### config.mk
export PLATFORM = sky130hd
export DESIGN_NAME = l2_arbiter_flat
export DESIGN_NICKNAME = d
export VERILOG_FILES = /design/src/rtl/l2_arbiter_if.sv /design/src/rtl/l2_arbiter.sv /design/src/flat_wrapper.sv
export SDC_FILE = /design/constraint.sdc
export NUM_CORES = 1
export LEC_CHECK = 0
export ABC_AREA = 1
export CAP_MARGIN = 10
export CORE_UTILIZATION = 40
export DETAILED_ROUTE_END_ITERATION = 10
export HOLD_SLACK_MARGIN = 0.1
export PLACE_DENSITY = 0.76
export SYNTH_ARGS = -nofsm -noshare
export SYNTH_HDL_FRONTEND = slang
export SYNTH_SLANG_ARGS = --single-unit
### constraint.sdc
create_clock -name clk -period 1.6 [get_ports clk]
set_input_delay 0.16 -clock clk [delete_from_list [all_inputs] [get_ports clk]]
set_output_delay 0.16 -clock clk [all_outputs]
set_load 0.02 [all_outputs]
### src/rtl/l2_arbiter_if.sv
// l2_arbiter_if: bundles the icache/dcache request side and the L2 cache side of the
// L2 port arbiter.
//   slave  - arbiter view: takes requests and L2 status, drives grants, L2 request, routing.
//   master - environment view (cache controllers + L2 model): the mirror image.
interface l2_arbiter_if #(
    parameter int unsigned ADDR_W = 32
);
    // requester side
    logic              ic_req;
    logic [ADDR_W-1:0] ic_addr;
    logic              dc_req;
    logic [ADDR_W-1:0] dc_addr;
    logic              dc_rw;
    logic              ic_gnt;
    logic              dc_gnt;
    logic              ic_rdy;
    logic              dc_rdy;
    logic              ic_done;
    logic              dc_done;
    // L2 side
    logic              l2_busy;
    logic              l2_rdy;
    logic              l2_complete;
    logic              l2_req;
    logic [ADDR_W-1:0] l2_addr;
    logic              l2_cache_rw;
    logic              arb_err;

    modport slave (
        input  ic_req, ic_addr, dc_req, dc_addr, dc_rw, l2_busy, l2_rdy, l2_complete,
        output ic_gnt, dc_gnt, ic_rdy, dc_rdy, ic_done, dc_done,
               l2_req, l2_addr, l2_cache_rw, arb_err
    );

    modport master (
        output ic_req, ic_addr, dc_req, dc_addr, dc_rw, l2_busy, l2_rdy, l2_complete,
        input  ic_gnt, dc_gnt, ic_rdy, dc_rdy, ic_done, dc_done,
               l2_req, l2_addr, l2_cache_rw, arb_err
    );
endinterface

### src/rtl/l2_arbiter.sv
// l2_arbiter: shares the single L2 cache port between the icache and dcache controllers.
// One requester is granted at a time; the grant is held until L2 signals l2_complete.
// Ties are resolved round-robin, and a watchdog aborts a grant that never completes.
// Ports:
//   clk   - clock, all state on the rising edge
//   reset - asynchronous, active-low reset
//   bus   - l2_arbiter_if.slave: ic/dc requests, L2 status, grants, L2 request/address,
//           routed rdy/done strobes and the sticky arb_err flag
module l2_arbiter #(
    parameter int unsigned ADDR_W  = 32,
    parameter int unsigned TIMEOUT = 255,
    parameter int unsigned TO_W    = 8
) (
    input logic         clk,
    input logic         reset,
    l2_arbiter_if.slave bus
);

    typedef enum logic [1:0] {StIdle, StGrantIc, StGrantDc, StRelease} state_e;

    localparam logic [TO_W-1:0] WdLast = TO_W'(TIMEOUT - 1);

    state_e            state_q, state_d;
    logic              last_dc_q, last_dc_d;  // 1: dcache was the last owner
    logic              ic_gnt_q, ic_gnt_d;
    logic              dc_gnt_q, dc_gnt_d;
    logic              req_q, req_d;
    logic [ADDR_W-1:0] addr_q, addr_d;
    logic              rw_q, rw_d;
    logic              err_q, err_d;
    logic [TO_W-1:0]   wd_q, wd_d;
    logic              pick_dc, pick_ic;

    always_ff @(posedge clk or negedge reset) begin
        if (!reset) begin
            state_q   <= StIdle;
            last_dc_q <= 1'b0;
            ic_gnt_q  <= 1'b0;
            dc_gnt_q  <= 1'b0;
            req_q     <= 1'b0;
            addr_q    <= '0;
            rw_q      <= 1'b0;
            err_q     <= 1'b0;
            wd_q      <= '0;
        end else begin
            state_q   <= state_d;
            last_dc_q <= last_dc_d;
            ic_gnt_q  <= ic_gnt_d;
            dc_gnt_q  <= dc_gnt_d;
            req_q     <= req_d;
            addr_q    <= addr_d;
            rw_q      <= rw_d;
            err_q     <= err_d;
            wd_q      <= wd_d;
        end
    end

    always_comb begin
        state_d   = state_q;
        last_dc_d = last_dc_q;
        ic_gnt_d  = ic_gnt_q;
        dc_gnt_d  = dc_gnt_q;
        req_d     = req_q;
        addr_d    = addr_q;
        rw_d      = rw_q;
        err_d     = err_q;
        wd_d      = '0;
        // dcache wins unless both request and it owned the port last
        pick_dc   = bus.dc_req && (!bus.ic_req || !last_dc_q);
        pick_ic   = bus.ic_req && !pick_dc;

        unique case (state_q)
            StIdle: begin
                if (!bus.l2_busy) begin
                    if (pick_dc) begin
                        state_d  = StGrantDc;
                        dc_gnt_d = 1'b1;
                        req_d    = 1'b1;
                        addr_d   = bus.dc_addr;
                        rw_d     = bus.dc_rw;
                    end else if (pick_ic) begin
                        state_d  = StGrantIc;
                        ic_gnt_d = 1'b1;
                        req_d    = 1'b1;
                        addr_d   = bus.ic_addr;
                        rw_d     = 1'b0;
                    end
                end
            end
            StGrantIc, StGrantDc: begin
                wd_d = wd_q + 1'b1;
                // completion takes priority over a coincident watchdog expiry
                if (bus.l2_complete || wd_q == WdLast) begin
                    state_d   = StRelease;
                    ic_gnt_d  = 1'b0;
                    dc_gnt_d  = 1'b0;
                    req_d     = 1'b0;
                    wd_d      = '0;
                    last_dc_d = (state_q == StGrantDc);
                    if (!bus.l2_complete) begin
                        err_d = 1'b1;
                    end
                end
            end
            StRelease: begin
                state_d = StIdle;
            end
            default: begin
                state_d = StIdle;
            end
        endcase
    end

    assign bus.ic_gnt      = ic_gnt_q;
    assign bus.dc_gnt      = dc_gnt_q;
    assign bus.l2_req      = req_q;
    assign bus.l2_addr     = addr_q;
    assign bus.l2_cache_rw = rw_q;
    assign bus.arb_err     = err_q;
    assign bus.ic_rdy      = bus.l2_rdy & ic_gnt_q;
    assign bus.dc_rdy      = bus.l2_rdy & dc_gnt_q;
    assign bus.ic_done     = bus.l2_complete & ic_gnt_q;
    assign bus.dc_done     = bus.l2_complete & dc_gnt_q;

endmodule

### src/flat_wrapper.sv
// flat-port wrapper written by rule: the top's interface ports become plain ports
module l2_arbiter_flat 
#(
    parameter int unsigned ADDR_W  = 32,
    parameter int unsigned TIMEOUT = 255,
    parameter int unsigned TO_W    = 8
)
  (clk, reset, bus_ic_req, bus_ic_addr, bus_dc_req, bus_dc_addr, bus_dc_rw, bus_l2_busy, bus_l2_rdy, bus_l2_complete, bus_ic_gnt, bus_dc_gnt, bus_ic_rdy, bus_dc_rdy, bus_ic_done, bus_dc_done, bus_l2_req, bus_l2_addr, bus_l2_cache_rw, bus_arb_err);
  l2_arbiter_if #(.ADDR_W(ADDR_W)) bus_i ();
  input logic clk;
  input logic reset;
  input wire logic [$bits(bus_i.ic_req)-1:0] bus_ic_req;
  input wire logic [$bits(bus_i.ic_addr)-1:0] bus_ic_addr;
  input wire logic [$bits(bus_i.dc_req)-1:0] bus_dc_req;
  input wire logic [$bits(bus_i.dc_addr)-1:0] bus_dc_addr;
  input wire logic [$bits(bus_i.dc_rw)-1:0] bus_dc_rw;
  input wire logic [$bits(bus_i.l2_busy)-1:0] bus_l2_busy;
  input wire logic [$bits(bus_i.l2_rdy)-1:0] bus_l2_rdy;
  input wire logic [$bits(bus_i.l2_complete)-1:0] bus_l2_complete;
  output wire logic [$bits(bus_i.ic_gnt)-1:0] bus_ic_gnt;
  output wire logic [$bits(bus_i.dc_gnt)-1:0] bus_dc_gnt;
  output wire logic [$bits(bus_i.ic_rdy)-1:0] bus_ic_rdy;
  output wire logic [$bits(bus_i.dc_rdy)-1:0] bus_dc_rdy;
  output wire logic [$bits(bus_i.ic_done)-1:0] bus_ic_done;
  output wire logic [$bits(bus_i.dc_done)-1:0] bus_dc_done;
  output wire logic [$bits(bus_i.l2_req)-1:0] bus_l2_req;
  output wire logic [$bits(bus_i.l2_addr)-1:0] bus_l2_addr;
  output wire logic [$bits(bus_i.l2_cache_rw)-1:0] bus_l2_cache_rw;
  output wire logic [$bits(bus_i.arb_err)-1:0] bus_arb_err;
  assign bus_i.ic_req = bus_ic_req;
  assign bus_i.ic_addr = bus_ic_addr;
  assign bus_i.dc_req = bus_dc_req;
  assign bus_i.dc_addr = bus_dc_addr;
  assign bus_i.dc_rw = bus_dc_rw;
  assign bus_i.l2_busy = bus_l2_busy;
  assign bus_i.l2_rdy = bus_l2_rdy;
  assign bus_i.l2_complete = bus_l2_complete;
  assign bus_ic_gnt = bus_i.ic_gnt;
  assign bus_dc_gnt = bus_i.dc_gnt;
  assign bus_ic_rdy = bus_i.ic_rdy;
  assign bus_dc_rdy = bus_i.dc_rdy;
  assign bus_ic_done = bus_i.ic_done;
  assign bus_dc_done = bus_i.dc_done;
  assign bus_l2_req = bus_i.l2_req;
  assign bus_l2_addr = bus_i.l2_addr;
  assign bus_l2_cache_rw = bus_i.l2_cache_rw;
  assign bus_arb_err = bus_i.arb_err;
  l2_arbiter #(.ADDR_W(ADDR_W), .TIMEOUT(TIMEOUT), .TO_W(TO_W)) u_core (.clk(clk), .reset(reset), .bus(bus_i));
endmodule
==> flow_summary.yaml <==
run_status:
  run_status: "finished clean"
worst_setup_path:
  path_class: "reg2reg"
  path_cells: "inv_2 -> ha_4 -> inv_2 -> nor3_4 -> buf_4 -> buf_12 -> nor2_1 -> a31oi_1"
  slowest_stage: "dfrtp_1"
  critical-path-max-stage-delay_ns: 0.39
  cp.required_ns: 1.82
  start_kind: "register"
  worst_setup_path_end_kind: "register"
  arrival_ns: 1.70
  cp_top_family: "buffers and inverters"
  critPathBufInv: 4
  crit_top_cell: "inv_2"
  path_max_fanout: 17
job:
  drv_cap: 0
synthesis:
  synth_ff_type: "dfrtp_1"
  synth.distinct_cells: 22
  yosys.cell_count.top_type: "nand2_1"
  yosys-top-cells-count: "nand2_1, dfrtp_1, nor2_1, a31oi_1, inv_1"
  ys_top_cells_by_area: "dfrtp_1, nand2_1, a31oi_1"
  synth.cell_area_um2: 2300
  netlist_instances: 284
  syn_area_per_cell_um2: 8.10
  synth_edf_count: 0
  async_flop_share_pct: 100
  ys_seq_area_share_pct: 52.2
  synth_area_leader_cell: "dfrtp_1"
  yosysWarnings: 0
  synth-seq-cells: 48
  synth_nets: 361
  synth_top_area_share_pct: 52.2
placed_design:
  dp_slack_ns: 0.00939
  place.port_buffers: 112
  placedCellCount: 464
  placedInstanceArea_um2: 3550
  post-dp-hpwl_um: 4360
  gp_congestion: 0.779
global_route:
  first_global_vias: 2209
  grt_antenna_before_repair: 0
  grt_pass1_wl_um: 9870
  track_usage_pct: 21.0
  grt_max_degree: 49
  overflow: 0
die:
  num_rows: 27
  die_x_um: 77.8
  start_util_pct: 41.5
  io_pins: 113
  design.die.area_um2: 6060
  dieHeight_um: 77.8
  design.core.area_um2: 5540
power_and_ir_drop:
  clockPowerShare_pct: 11.1
  vdd_drop_max_mv: 0.870
  pwr-share-seq_pct: 33.0
  p_leak_uw: 0.00170
  power_density_nw_per_um2: 1660
  p_sw_share_pct: 40.1
  p_comb_share_pct: 56.0
  power_switching_uw: 2470
  internal_power_uw: 3700
route:
  post-route-drc-count: 0
  post_drt_via_cell_ratio: 4.84
  wire_per_inst_um: 13.1
  initialDrtViolationCount: 81
  ant_nets: 0
  firstDrtPassIters: 6
  vias: 2303
  finalWirelength_um: 6240
timing:
  timing.hold.ws_ns: 0.368
  max_freq_mhz: 673
  tightestPinTransition_ns: 0.375
  final.min_clock_period_ns: 1.49
  timing.clock.skew_ns: 0.00568
  setup_ws_ns: 0.114
  maxSlewHeadroom_pct: 74.8
  slew_violations: 0
  period_share_pct: 92.9
  hold_viol: 0
  final-setup-viol-count: 0
cts:
  root_buffer: "clkbuf_8"
  clk_pin_slew_ns: 0.09
  worstSkewPairLatency_ns: 0.29
  cts.path.max_buffers: 2
  cts_sinks: 48
  cts_buffers: 5
  cts_tree: "yes"
  htreeDepth: 2
finish:
  syn2layout_area_growth_pct: 62.0
  final_nets: 481
  n_antenna_cell: 0
  design_area_um2: 3730
  final_core_util_pct: 67.3
  drive_above_1_share_pct: 6.68
  stdcell_count: 476
hold_path:
  hold_path.class: "in2async"
[worst reg2reg max path, delay by kind of cell, from the launching register on]
kind / cells / cell delay [ns]
adders and majority gates: 1 / 0.14
DFF: 1 / 0.39
AOI/OAI and AO/OA: 1 / 0.14
buffers and inverters: 4 / 0.48
and+or+nand+nor: 2 / 0.26
[cells in the final DEF, fill, tap and decap left out, drive strengths merged, types with 4 or more instances in the layout]
cell type / count
clkbuf: 8
dlymetal6s2s: 4
clkdlybuf4s50: 107
nor2: 45
ha: 5
nand2: 98
a31oi: 33
nand3: 8
o21ai: 5
buf: 13
dfrtp: 48
inv: 16
[timing repair]
item | in CTS | in global routing
hold buffers | 1 | 0
buffers inserted | 0 | 2
gates resized for setup | 1 | 9
endpoints found under the hold margin | 48 | 0
pin swaps | 0 | 1
gates cloned | 0 | 2
setup endpoints to repair | 1 | 39
[cell families (layout without fill, tap and decap cells)]
logic type | Yosys count | in the layout | share of synthesized area, %
AOI/OAI and AO/OA | 42 | 42 | 11.2
xor gates and xnor gates | 3 | 3 | 1.14
adders and majority gates | 5 | 5 | 2.72
buffers and inverters | 30 | 150 | 5.98
DFF | 48 | 48 | 52.2
and+or+nand+nor | 156 | 156 | 26.8
[flip-flops by register name (all words and copies together), names as in the netlist]
| name | count |
|---|---|
| u_core.bus.dc_gnt | 1 |
| u_core.bus.l2_req | 1 |
| u_core.bus.l2_cache_rw | 1 |
| u_core.last_dc_q | 1 |
| u_core.state_q | 2 |
| u_core.bus.ic_gnt | 1 |
| u_core.wd_q | 8 |
| u_core.bus.arb_err | 1 |
| u_core.bus.l2_addr | 32 |
[routing by layer]
layer / track usage, % / wire length (µm)
met5: 0 / 0
met4: 5.47 / 55
met3: 7.76 / 483
met2: 35.8 / 3030
met1: 24.7 / 2660
[worst paths after layout]
check	from	to	slack [ns]	cells past startpoint
min reg2reg	u_core.bus.l2_req$_DFFE_PN0P_	u_core.bus.l2_req$_DFFE_PN0P_	0.48	2
max	u_core.state_q[0]$_DFFE_PN0P_	u_core.bus.l2_addr[5]$_DFFE_PN0P_	0.11	8
min in group clk	bus_dc_rw	u_core.bus.l2_cache_rw$_DFFE_PN0P_	0.42	3
max in group asynchronous	reset	u_core.bus.l2_addr[2]$_DFFE_PN0P_	1.01	3
min	reset	u_core.bus.l2_req$_DFFE_PN0P_	0.37	3
max reg2reg	u_core.state_q[0]$_DFFE_PN0P_	u_core.bus.l2_addr[5]$_DFFE_PN0P_	0.11	8
[through the flow]
step	TNS, ns	total power [µW]
finish	0	6180
global route	-0.00515	6650
CTS	0	6070
detailed placement	0	5370
global placement	0	5280
floorplan	0	3800
[area by class of cell]
| class | count | area, µm² |
|---|---|---|
| tap | 72 | 90.1 |
| timing repair buffer | 127 | 1320 |
| clock buffer | 6 | 72.6 |
| inverter | 16 | 60.1 |
| multi-input combinational | 206 | 980 |
| clock inverter | 1 | 5.00 |
| sequential | 48 | 1200 |
| fill | 493 | 1810 |
[power by group through the flow]
stage	sequential, µW	combinational, µW	clock (µW)
2_1_floorplan	2590	1220	0
6_report	2040	3460	684
5_1_grt	2090	3810	752
3_3_place_gp	2030	3250	0
3_5_place_dp	2060	3310	0
4_1_cts	2040	3330	706
No activity file was read; power rests on OpenSTA's default activity.
